### src/rtl/commu_rx_tmo.sv
// Microsecond idle counter for the receive checker.
//   clk_sys  : system clock
//   rst_n    : asynchronous active-low reset
//   pluse_us : one-cycle strobe per microsecond
//   run      : counting enabled (checker in RUN, not being cleared)
//   kick     : byte received this cycle; clears the count and wins over pluse_us
//   tmo      : combinational; high in the cycle whose pluse_us makes the count
//              reach TIMEOUT_US, so the checker reacts on that same edge
module commu_rx_tmo #(
  parameter logic [31:0] TIMEOUT_US = 32'd1000
) (
  input  logic clk_sys,
  input  logic rst_n,
  input  logic pluse_us,
  input  logic run,
  input  logic kick,
  output logic tmo
);

  logic [31:0] us_cnt;
  logic        hit;

  // 33-bit compare so a count near all-ones cannot wrap past the limit.
  assign hit = run && !kick && pluse_us &&
               (({1'b0, us_cnt} + 33'd1) >= {1'b0, TIMEOUT_US});
  assign tmo = hit;

  always_ff @(posedge clk_sys or negedge rst_n) begin
    if (!rst_n) begin
      us_cnt <= '0;
    end else if (!run || kick || hit) begin
      us_cnt <= '0;
    end else if (pluse_us) begin
      us_cnt <= us_cnt + 32'd1;
    end
  end

endmodule

### config.mk
export PLATFORM = sky130hd
export DESIGN_NAME = commu_rx_tmo
export DESIGN_NICKNAME = d
export VERILOG_FILES = /design/src/rtl/commu_rx_tmo.sv
export SDC_FILE = /design/constraint.sdc
export NUM_CORES = 1
export LEC_CHECK = 0
export BUFFER_PORTS_ARGS = -buffer_cell sky130_fd_sc_hd__buf_2
export CAP_MARGIN = 0
export CORE_ASPECT_RATIO = 1.5
export CORE_MARGIN = 2
export CORE_UTILIZATION = 55
export CTS_CLUSTER_SIZE = 30
export DETAILED_ROUTE_END_ITERATION = 8
export PLACE_DENSITY_LB_ADDON = 0.3
export SLEW_MARGIN = 15
export SYNTH_ARGS = -nofsm -noshare
export SYNTH_HDL_FRONTEND = slang
export SYNTH_SLANG_ARGS = --single-unit
### constraint.sdc
create_clock -name clk_sys -period 6.5 [get_ports clk_sys]
set_clock_uncertainty 0.15 [all_clocks]
set_input_delay 0.65 -clock clk_sys [delete_from_list [all_inputs] [get_ports clk_sys]]
set_output_delay 0.65 -clock clk_sys [all_outputs]
set_load 0.02 [all_outputs]
==> impl_results.md <==
* Outcome: complete, no violations
* R2r endpoint: us_cnt[0]$_DFFE_PN0P_
* Num ports at 6
* Post-CTS setup buffer count at 0
* Drt total wl at 4240 µm
* Largest net degree at the start of global routing at 33
* Tot GR Track Use at between 20% and 30%
* Total power at roughly 400 µW
* Diodes inserted at 0
* Peak supply drop at about 0.00016 V
* DR DRC count at 0
* Vias in the first global route at around 1600
* Clock Path Buffers at 2
* CTS root buffer: clkbuf_8
* Placed Instance Area at 2060 µm²
* Die Span Y at between 70 and 80 µm
* Synth warn at 0
* Worst EP arrival at 3.09 ns
* #FFs+latches synth at 32
* Grt ovf at 0
* Launching point of the worst reg2reg path: us_cnt[3]$_DFFE_PN0P_
* Synth async-reset ratio at 100%
* TritonCTS clock tree: built
* CP Launch Type: register
* Worst skew pair latency at roughly 0.28 ns
* Floorplan Core Area at about 3400 µm²
* Max reg flops at 32
* CTS Buf Count at 5
* DRT iter0 DRCs at 48
* Fillers at between 300 and 400
* Final setup viols at 0
* Die W at 53.4 µm
* TNS Setup at 0 ns
* LEAKAGE at between 0.9 and 1 nW
* Row Count at 26
* I/O Buffers at 5
* R2r setup slk at ~3.3 ns
* Hold Violations, Final at 0
* Slew HR at between 50 and 60%
* FMAX at around 260 MHz
* Final ANT Viol Nets at 0
* Final instance area at 2170 µm²
* Die area at 4170 µm²
* Fin Hold WS at about 0.25 ns
* Slew Limit Fails at 0
* Largest Register: us_cnt
* H-tree depth at 2
* Final HPWL DP at roughly 3000 µm
* Final Net Count at 223
* Unrepaired setup endpoints after global routing: false
* Cell count after synthesis at roughly 210
* Avg Cell Area, Syn at 9.45 µm²
* PD cells at between 150 and 200 nW/µm²
* Layout cell share with drive strength beyond 1 at 11.9%
* Crit path max fanout at 11
* Minimum clock period at between 3 and 4 ns
* CTS Hold Buffers Added at 0
* First-pass GRT wire length at 7410 µm
* Worst-path clk slew at 0.07 ns
* Via count at approximately 1700
* Worst hold path class: input port to asynchronous set/reset pin
* Post-cts resize count at 0
* WP data required at about 5.7 ns
* Biggest registers after layout: us_cnt (32)
* Initial Utilization at about three fifths
* Reg2Reg Depth at 8
* Final period util at 59.9%
* Clk sinks at 32
* Synth cell types at 54
* Fin util at 62.9%
* WS Path Type: register to primary output
* Pre-Repair DR Iteration Count at 4
* Register area share after synthesis at roughly 40%
* Area growth syn-to-layout at 7.84%
* Via/cell ratio at around 6.4
* Synthesized area at 2010 µm²
* Max-Cap Viols at 0
* DR WL/cell at approximately 16 µm
* Worst-margin pin slew at between 0.7 and 0.8 ns
* Mapped Nets at between 200 and 250
* GPL Wtd Cong at about 0.92
* Number of synthesized flops with an enable pin at 0
* Ys flop type: dfrtp_1
* Antenna violations before repair at 0
* CP endpoint kind: primary output
[placed cells by master (no fill, tap or decap), types with 3 or more instances in the layout]
master    instances
nand2_1          14
o32ai_1           3
nand4_1           4
a31oi_1           3
dfrtp_1          32
mux2i_1           3
nor4_1            4
nor2_1           16
xor2_1            7
a21o_1            4
o21ai_0           3
buf_2             5
nand2b_1          6
a21oi_1           8
nand3_1          10
and2_1           23
and4_1            8
and3_1           10
clkbuf_8          5
[worst max-delay path, stage by stage (launching register included)]
cell and delay [ns]:
dfrtp_1 0.49, nand3_2 0.28, nor4_4 0.45, nand4_1 0.19, or4b_1 0.51, a221oi_2 0.31, nand4_2 0.20, and3_1 0.23
buf_2 0.15
[per-stage QoR]
stage / instances / setup WS [ns]
after global placement: 252 / 3.01
after CTS: 260 / 2.62
after global routing: 260 / 2.37
final: 260 / 2.61
after floorplan: 213 / 3.38
after detailed placement: 252 / 2.92
[layer usage]
metal	vias to the layer above	part of all wire [%]	GRT usage (%)
met1	817	42	30.1
li1	811	-	-
met2	28	53	38.6
met4	0	2.2	9.49
met5	-	0	0
met3	9	2.5	5.13
[power by group]
group	leakage [nW]	internal, mW	total [mW]	switching, mW
clock	0.0541	0.113	0.188	0.0749
combinational	0.419	0.00238	0.0108	0.00842
sequential	0.447	0.199	0.200	0.000727
total	0.920	0.315	0.399	0.0840
[synth_stat cells, drive strengths merged (4+ instances only)]
| library cell | instances | share of area, % |
|---|---|---|
| nand4 | 6 | 2.9 |
| nand2b | 6 | 1.9 |
| nand2 | 14 | 2.6 |
| nand3 | 12 | 3.5 |
| and3 | 10 | 3.1 |
| and2 | 23 | 7.2 |
| xor2 | 7 | 3.0 |
| nor4 | 6 | 3.4 |
| dfrtp | 32 | 40 |
| nor2 | 17 | 3.2 |
| a21o | 4 | 1.5 |
| and4 | 9 | 4.0 |
| a21oi | 8 | 2.0 |
| clkbuf | 6 | 1.2 |
[cell type report]
| type | count | area, µm² | share of cell area (%) |
|---|---|---|---|
| Tap cell | 42 | 52.6 | 2.42 |
| Inverter | 2 | 7.51 | 0.346 |
| Multi-Input combinational cell | 171 | 1170 | 54.0 |
| Sequential cell | 32 | 801 | 36.9 |
| Timing Repair Buffer | 5 | 25.0 | 1.15 |
| Clock inverter | 3 | 42.5 | 1.96 |
| Clock buffer | 5 | 68.8 | 3.17 |
[cell families (layout without fill, tap and decap cells)]
kind of cell | after synthesis | count (layout) | share of synthesized area (%)
buffers and inverters | 10 | 15 | 2.05
adders and majority gates | 1 | 1 | 0.622
muxes | 3 | 3 | 1.49
DFF | 32 | 32 | 39.8
AOI/OAI and AO/OA | 37 | 37 | 13.6
and+or+nand+nor | 121 | 121 | 38.6
xor gates and xnor gates | 9 | 9 | 3.92
[worst max-delay path by stage]
stage | start | endpoint | slack, ns | cells past startpoint
6_report | us_cnt[3]$_DFFE_PN0P_ | tmo | 2.61 | 8
5_1_grt | us_cnt[3]$_DFFE_PN0P_ | tmo | 2.37 | 8
4_1_cts | us_cnt[3]$_DFFE_PN0P_ | tmo | 2.62 | 8
3_5_place_dp | us_cnt[3]$_DFFE_PN0P_ | tmo | 2.92 | 8
3_3_place_gp | us_cnt[3]$_DFFE_PN0P_ | tmo | 3.01 | 8
2_1_floorplan | us_cnt[3]$_DFFE_PN0P_ | tmo | 3.38 | 8
Power figures use the tool's default switching activity.
